## src/rtl/demux_1to3_stream.sv

```systemverilog
// rtl/demux_1to3_stream.sv - packet-level 1-to-3 stream demultiplexer
// A command steers the next cmd_len input words into one of three one-entry output registers.
module demux_1to3_stream #(
   parameter int WORD_SIZE = 16,
   parameter int LEN_WIDTH = 10
) (
   input  logic                 clk,
   input  logic                 rst_n,
   input  logic                 cmd_valid,
   output logic                 cmd_ready,
   input  logic [1:0]           cmd_sel,
   input  logic [LEN_WIDTH-1:0] cmd_len,
   input  logic [WORD_SIZE-1:0] in_data,
   input  logic                 in_valid,
   output logic                 in_ready,
   output logic [WORD_SIZE-1:0] out_data_0,
   output logic                 out_valid_0,
   input  logic                 out_ready_0,
   output logic [WORD_SIZE-1:0] out_data_1,
   output logic                 out_valid_1,
   input  logic                 out_ready_1,
   output logic [WORD_SIZE-1:0] out_data_2,
   output logic                 out_valid_2,
   input  logic                 out_ready_2,
   output logic                 busy,
   output logic                 cmd_err
);

   typedef enum logic {IDLE, ROUTE} state_t;

   state_t                 state, state_nx;
   logic [LEN_WIDTH-1:0]   remaining;
   logic [1:0]             cur_sel;
   logic [2:0]             valid_q;
   logic [WORD_SIZE-1:0]   data_q [0:2];
   logic [3:0]             valid_pad, ready_pad;
   logic [2:0]             ready_v, load, drain;
   logic                   cmd_hs, cmd_bad, in_hs;

   assign ready_v   = {out_ready_2, out_ready_1, out_ready_0};
   // Padded to four entries so cur_sel can index directly; entry 3 is never selected.
   assign valid_pad = {1'b0, valid_q};
   assign ready_pad = {1'b0, ready_v};
   assign cmd_bad   = (cmd_sel == 2'b11) || (cmd_len == '0);

   always_ff @(posedge clk or negedge rst_n) begin
      if (!rst_n) begin
         state <= IDLE;
      end else begin
         state <= state_nx;
      end
   end

   always_comb begin
      state_nx  = state;
      cmd_ready = 1'b0;
      in_ready  = 1'b0;
      busy      = 1'b0;
      cmd_hs    = 1'b0;
      in_hs     = 1'b0;
      case (state)
         IDLE: begin
            cmd_ready = 1'b1;
            cmd_hs    = cmd_valid;
            if (cmd_hs && !cmd_bad) begin
               state_nx = ROUTE;
            end
         end
         ROUTE: begin
            busy     = 1'b1;
            in_ready = ~valid_pad[cur_sel] | ready_pad[cur_sel];
            in_hs    = in_valid & in_ready;
            if (in_hs && remaining == LEN_WIDTH'(1)) begin
               state_nx = IDLE;
            end
         end
         default: state_nx = IDLE;
      endcase
   end

   always_ff @(posedge clk or negedge rst_n) begin
      if (!rst_n) begin
         remaining <= '0;
         cur_sel   <= 2'b00;
         cmd_err   <= 1'b0;
      end else begin
         cmd_err <= cmd_hs & cmd_bad;
         if (cmd_hs && !cmd_bad) begin
            remaining <= cmd_len;
            cur_sel   <= cmd_sel;
         end else if (in_hs) begin
            remaining <= remaining - LEN_WIDTH'(1);
         end
      end
   end

   // Load wins over drain so a simultaneous load/drain keeps the register full.
   assign load  = in_hs ? (3'b001 << cur_sel) : 3'b000;
   assign drain = valid_q & ready_v;

   always_ff @(posedge clk or negedge rst_n) begin
      if (!rst_n) begin
         valid_q <= 3'b000;
         for (int k = 0; k < 3; k++) begin
            data_q[k] <= '0;
         end
      end else begin
         for (int k = 0; k < 3; k++) begin
            if (load[k]) begin
               data_q[k]  <= in_data;
               valid_q[k] <= 1'b1;
            end else if (drain[k]) begin
               valid_q[k] <= 1'b0;
            end
         end
      end
   end

   assign out_data_0  = data_q[0];
   assign out_data_1  = data_q[1];
   assign out_data_2  = data_q[2];
   assign out_valid_0 = valid_q[0];
   assign out_valid_1 = valid_q[1];
   assign out_valid_2 = valid_q[2];

endmodule
```

## config.mk

```make
export PLATFORM = sky130hd
export DESIGN_NAME = demux_1to3_stream
export DESIGN_NICKNAME = d
export VERILOG_FILES = /design/src/rtl/demux_1to3_stream.sv
export SDC_FILE = /design/constraint.sdc
export NUM_CORES = 1
export LEC_CHECK = 0
export CELL_PAD_IN_SITES_DETAIL_PLACEMENT = 1
export CELL_PAD_IN_SITES_GLOBAL_PLACEMENT = 2
export CORE_MARGIN = 4
export CORE_UTILIZATION = 27
export DETAILED_ROUTE_END_ITERATION = 7
export HOLD_SLACK_MARGIN = 0.08
export PLACE_DENSITY_LB_ADDON = 0.1
export SETUP_SLACK_MARGIN = 0.02
export SKIP_CTS_REPAIR_TIMING = 1
export SLEW_MARGIN = 25
export SYNTH_ARGS = -nofsm -noshare
export SYNTH_HDL_FRONTEND = slang
export SYNTH_SLANG_ARGS = --single-unit
```

## constraint.sdc

```tcl
create_clock -name clk -period 1.75 [get_ports clk]
set_input_delay 0.35 -clock clk [delete_from_list [all_inputs] [get_ports clk]]
set_output_delay 0.35 -clock clk [all_outputs]
set_load 0.03 [all_outputs]
```

==> summary.txt, run 1 <==
CTS
  – Cts bufs inserted: 9
  – Clk root buf: clkbuf_8
  – Worst-Skew Late Latency: 0.34 ns
  – Number of clock sinks: 65
  – H-tree levels: 3
  – CTS max path bufs: 2
  – CTS tree: done
  – Clock-pin slew on the worst setup and hold paths: 0.08 ns

Global routing
  – Initial antenna violation count: 0
  – First-pass GRT wire length: 13.0 mm
  – Largest net degree at the start of global routing: 66
  – Gr usage total: 14.5%
  – Remaining Overflow, GRT: 0
  – Vias in the first global route: 2,450

Floorplanning
  – Std cell rows: 36
  – Starting Density: 28.2%
  – IO Pins: 90
  – Die width: 110 microns
  – Core Region: 9950 sq um
  – Chip Height: 110 microns
  – Die area: 12,100 sq um

Place
  – Placed cell count: 448
  – HPWL after detailed placement: 5.82 mm
  – GPL Wtd Cong: 0.746
  – Port Buffers: 89

Power
  – Overall Power: 9.42 mW
  – Max rail drop VDD: 956 uV
  – Leak: 2.51 nW
  – PwrDens: 1960 nW/um^2

Run
  – Max Cap Viol: 0

Synth
  – Sequential area share after synthesis: 58.0%
  – Mapped Nets: 239
  – Distinct cells, synth: 39
  – Post-synthesis cell count: 202
  – Yosys reg bits: 65
  – Synth async-reset ratio: 100%
  – Post-synth top flop: dfrtp_1
  – Mean post-synth cell area: 13.9 sq um
  – Synth top area share: 58.0%
  – Number of flops mapped to enable cells by yosys: 0
  – Top-count cell post-synth: dfrtp_1
  – Area contributors post-synth: dfrtp_1, mux2_2, or4_1
  – Largest area contributor in the netlist: dfrtp_1
  – Post-synth top cells: dfrtp_1, mux2_2, buf_2, inv_1, nand2_1
  – Yosys warning count: 0
  – Mapped cell area: 2800 sq um

Cells and area
  – Nets: 375
  – Fillers: 1,026
  – Area grow syn2layout: 71.4%
  – Share of post-route cells with drive strength above 1: 41.4%
  – Fin cells: 476
  – Inserted Diodes: 0
  – Storage cell area: 1630 sq um
  – Final Util: 48.3%
  – Multi-input gate area: 1300 sq um

Routing
  – Iteration-0 DRC Markers: 72
  – Remaining antenna violation count after routing: 0
  – Vias per cell: 4.66
  – DR pass1 iterations: 4
  – Routed vias: 2,219
  – Remaining DRCs: 0
  – Routed len/inst: 18.1 microns
  – WL final: 8.63 mm

Timing
  – Skew final: 0.0123 ns
  – Number of setup violations in the final report: 5
  – Final cycle utilization of the critical path: 111%
  – FMAX: 514 MHz
  – Fin. Hold Viols: 0
  – Slew at the pin closest to its max-slew limit: 0.374 ns
  – Setup TNS Final: -0.410 ns
  – Fin. max-slew vios: 0
  – RSZ-0062 raised after global routing: yes
  – Post-layout min period: 1.94 ns
  – Worst slew margin: 75.1%
  – Worst setup slack after layout: -0.194 ns

Outcome
  – Outcome: finished, violations left
  – Failing checks: negative setup slack

Critical path
  – Crit path capture type: output pin
  – Worst EP required: 1.40 ns
  – Worst EP arrival: 1.59 ns
  – Worst Path Max Fanout: 3
  – Startpoint class of the critical path: input pin
  – Crit Path Class: input pin to output pin

Hold path
  – Hold WC Path Type: input pin to flop
[registers in the layout, indices dropped and copies added, names as in the netlist]
name	flops
cmd_err	1
out_data_0	16
state	1
out_data_2	16
cur_sel	2
remaining	10
valid_q	3
out_data_1	16
[cell families (layout without fill, tap and decap cells)]
logic type	after synthesis	in the layout	synth area share, %
XOR/XNOR	1	1	0.312
AND/OR/NAND/NOR	45	45	10.9
AO/OA/AOI/OAI	22	22	5.80
adder cells (fa/ha/maj)	2	2	0.892
buffers and inverters	14	155	2.54
multiplexers	53	53	21.5
flip-flops	65	65	58.0
[layer usage]
metal / routed length, microns / GRT usage (%) / up-vias
met5: 0 / 0 / -
met4: 128 / 6.06 / 0
met3: 579 / 5.34 / 9
met2: 4230 / 23.1 / 57
met1: 3690 / 17.8 / 1131
li1: - / - / 1022
[layout make-up]
class / instances / share of cell area (%)
tap: 133 / 3.46
inverter: 6 / 0.469
timing repair buffer: 133 / 30.3
multi-input combinational: 123 / 27.1
sequential: 65 / 33.9
clock buffer: 10 / 2.86
clock inverter: 6 / 1.87
[per-stage QoR]
stage	setup WS, ns	hold slack [ns]	cell area, sq um
after floorplan	0.0376	0.0544	2810
after global placement	-0.375	0.405	4110
after detailed placement	-0.377	0.405	4110
after CTS	-0.330	0.0269	4340
after global routing	-0.237	0.496	4810
final	-0.194	0.461	4810
[power breakdown]
part	total [mW]	internal (mW)	leakage, nW	switching [mW]
combinational	5.24	2.63	1.63	2.61
clock	1.46	0.846	0.113	0.616
sequential	2.71	2.26	0.772	0.451
[placed cells by master (no fill, tap or decap), types with 2 or more instances in the layout]
master / n
a2bb2oi_2: 2
a31oi_1: 4
buf_12: 4
buf_4: 29
buf_6: 9
bufinv_16: 2
clkbuf_8: 10
clkdlybuf4s50_1: 34
dfrtp_1: 62
dfrtp_2: 3
dlymetal6s2s_1: 53
inv_1: 3
inv_2: 3
mux2_2: 30
mux2_4: 22
nand2_1: 5
nand2b_1: 3
nor2_1: 4
nor2b_1: 2
nor3_1: 5
o21ai_0: 2
o21ai_1: 2
o31ai_1: 2
o32a_1: 3
or3_1: 3
or4_1: 3
or4_4: 2
or4b_4: 2
[path summary, 6_finish.rpt]
kind                                  endpoint  depth (start not counted)  slack, ns            from
worst max-delay path                  in_ready                          5      -0.19     out_ready_0
max in group asynchronous        out_data_1[8]                          3       0.89           rst_n
worst max register to register    remaining[1]                          6      -0.09      cur_sel[0]
worst min-delay path                     state                          4       0.46        in_valid
worst min register to register  out_data_2[11]                          1       0.50  out_data_2[11]
min in group asynchronous        out_data_2[1]                          3       0.55           rst_n
[critical path: stages]
cell             delay (ns)
clkdlybuf4s50_1        0.43
or4b_4                 0.55
nand3_2                0.09
nor2_2                 0.04
buf_6                  0.13
Power figures use the tool's default switching activity.
==> inputs of run 2 (changes only) <==
==> constraint.sdc (replaced) <==
create_clock -name clk -period 1.65 [get_ports clk]
set_input_delay 0.33 -clock clk [delete_from_list [all_inputs] [get_ports clk]]
set_output_delay 0.33 -clock clk [all_outputs]
set_load 0.03 [all_outputs]
==> summary.txt, run 2 (synthesis results as in run 1) <==
Outcome
  – Outcome: finished, violations left
  – Failing checks: negative setup slack

CTS
  – CTS max path bufs: 2
  – CTS tree: done
  – H-tree levels: 3
  – Clock-pin slew on the worst setup and hold paths: 0.07 ns
  – Cts bufs inserted: 9
  – Number of clock sinks: 65
  – Worst-Skew Late Latency: 0.35 ns
  – Clk root buf: clkbuf_8

Critical path
  – Worst Reg-to-Reg Cells: 7
  – Worst-path cell chain: or4b_4, nand3_4, nor2_2, buf_6
  – Startpoint class of the critical path: flop
  – Crit. Startpoint: cur_sel[1]
  – Worst reg2reg path endpoint: remaining[5]
  – Worst path bufs/invs: 1
  – Kind of cell adding the most delay to the critical path: simple AND/OR/NAND/NOR gates
  – CP endpoint: in_ready
  – Setup slack, reg-to-reg: -0.24 ns
  – CP max stage delay: 0.59 ns
  – Crit path capture type: output pin
  – Worst EP arrival: 1.64 ns
  – Worst EP required: 1.32 ns
  – Stages on the worst setup path: 4
  – Crit path max-delay cell type: or4b_4
  – Worst Path Max Fanout: 4
  – Crit Path Class: flop to output pin
  – Worst reg2reg path startpoint: cur_sel[1]

Floorplanning
  – Die area: 12,100 sq um
  – IO Pins: 90
  – Starting Density: 28.2%
  – Chip Height: 110 microns
  – Core Region: 9950 sq um
  – Die width: 110 microns
  – Std cell rows: 36

Cells and area
  – Fillers: 1,012
  – Storage cell area: 1630 sq um
  – Nets: 390
  – Multi-input gate area: 1370 sq um
  – Share of post-route cells with drive strength above 1: 44.4%
  – Commonest non-fill, non-tap cells in the layout: dfrtp_1, dlymetal6s2s_1, buf_4
  – Commonest non-fill, non-tap cell in the layout: dfrtp_1
  – Area grow syn2layout: 78.0%
  – Inserted Diodes: 0
  – Fin area: 4990 sq um

Routing
  – DR pass1 iterations: 4
  – Remaining antenna violation count after routing: 0
  – WL final: 9.00 mm
  – Vias per cell: 4.61
  – Routed vias: 2,262
  – Iteration-0 DRC Markers: 71
  – Remaining DRCs: 0
  – Routed len/inst: 18.3 microns

Timing
  – Number of setup violations in the final report: 45
  – Fin. Hold Viols: 0
  – Slew at the pin closest to its max-slew limit: 0.464 ns
  – Worst setup slack after layout: -0.315 ns
  – RSZ-0062 raised after global routing: yes
  – Fin. max-slew vios: 0
  – Final cycle utilization of the critical path: 119%
  – Worst slew margin: 69.1%
  – FMAX: 509 MHz
  – Skew final: 0.0116 ns
  – Setup TNS Final: -5.89 ns
  – Post-layout min period: 1.97 ns

Global routing
  – First-pass GRT wire length: 13.4 mm
  – Vias in the first global route: 2,539
  – Gr usage total: 14.9%
  – Initial antenna violation count: 0
  – Remaining Overflow, GRT: 0
  – Largest net degree at the start of global routing: 30

Power
  – PwrDens: 2020 nW/um^2
  – Max rail drop VDD: 857 uV
  – Leak: 2.67 nW

Place
  – HPWL after detailed placement: 6.06 mm
  – DP Area: 4210 sq um
  – Place WS: -0.497 ns
  – GPL Wtd Cong: 0.747
  – Port Buffers: 89

Run
  – Max Cap Viol: 0

Hold path
  – Hold WC Path Type: input pin to flop
-- run 2: cell types whose count changed in the layout (fill, tap and decap cells not counted), sizes merged --
cell / previous run / this run
buf: 44 / 57
clkdlybuf4s50: 34 / 30
bufinv: 2 / 0
clkinv: 2 / 3
clkbuf: 11 / 13
dlymetal6s2s: 53 / 57
clkinvlp: 1 / 2
-- run 2: through the flow --
| stage | std cells | total power, mW | hold WS (ns) | util, % |
|---|---|---|---|---|
| after detailed placement | 454 | 8.12 | 0.302 | 42.3 |
| after CTS | 470 | 9.43 | -0.0816 | 44.1 |
| after global routing | 491 | 10.7 | 0.410 | 50.2 |
| after floorplan | 202 | 5.76 | 0.0344 | - |
| after global placement | 454 | 8.04 | 0.320 | 42.3 |
| final | 491 | 10.1 | 0.394 | 50.2 |
-- run 2: layer usage --
| metal | global-route usage, % | vias to the layer above | share of wire [%] | routed length [microns] |
|---|---|---|---|---|
| met3 | 6.75 | 7 | 6.7 | 603 |
| met2 | 24.3 | 52 | 52 | 4680 |
| li1 | - | 1046 | - | - |
| met5 | 0 | - | 0 | 0 |
| met4 | 4.10 | 0 | 0.77 | 69 |
| met1 | 17.6 | 1157 | 41 | 3650 |
-- run 2: final cells by class --
class | instances | area share, %
sequential | 65 | 32.7
clock inverter | 6 | 0.852
clock buffer | 10 | 2.76
timing repair buffer | 148 | 32.4
multi-input combinational | 123 | 27.5
tap | 133 | 3.33
inverter | 6 | 0.451
-- run 2: how the worst min path moves through the flow --
| stage | to | startpoint | slack (ns) | cells past startpoint |
|---|---|---|---|---|
| 3_5_place_dp | out_data_1[11] | rst_n | 0.30 | 1 |
| 3_3_place_gp | out_data_1[11] | rst_n | 0.32 | 1 |
| 4_1_cts | out_data_1[9] | rst_n | -0.08 | 1 |
| 5_1_grt | remaining[9] | cmd_len[9] | 0.41 | 4 |
| 6_report | remaining[9] | cmd_len[9] | 0.39 | 4 |
| 2_1_floorplan | cmd_err | rst_n | 0.03 | 0 |
-- run 2: report_power, final --
group	switching (mW)	total (mW)	leakage, nW	internal, mW
registers	0.503	2.91	0.769	2.41
logic	2.86	5.90	1.81	3.04
clock network	0.675	1.26	0.0887	0.588
total	4.04	10.1	2.67	6.04
-- run 2: worst register-to-register path: cells and delay by family (launching register included) --
kind,cells,cell delay (ns)
AOI/OAI and AO/OA,1,0.15
buffers and inverters,3,0.37
DFF,1,0.43
and+or+nand+nor,3,0.86
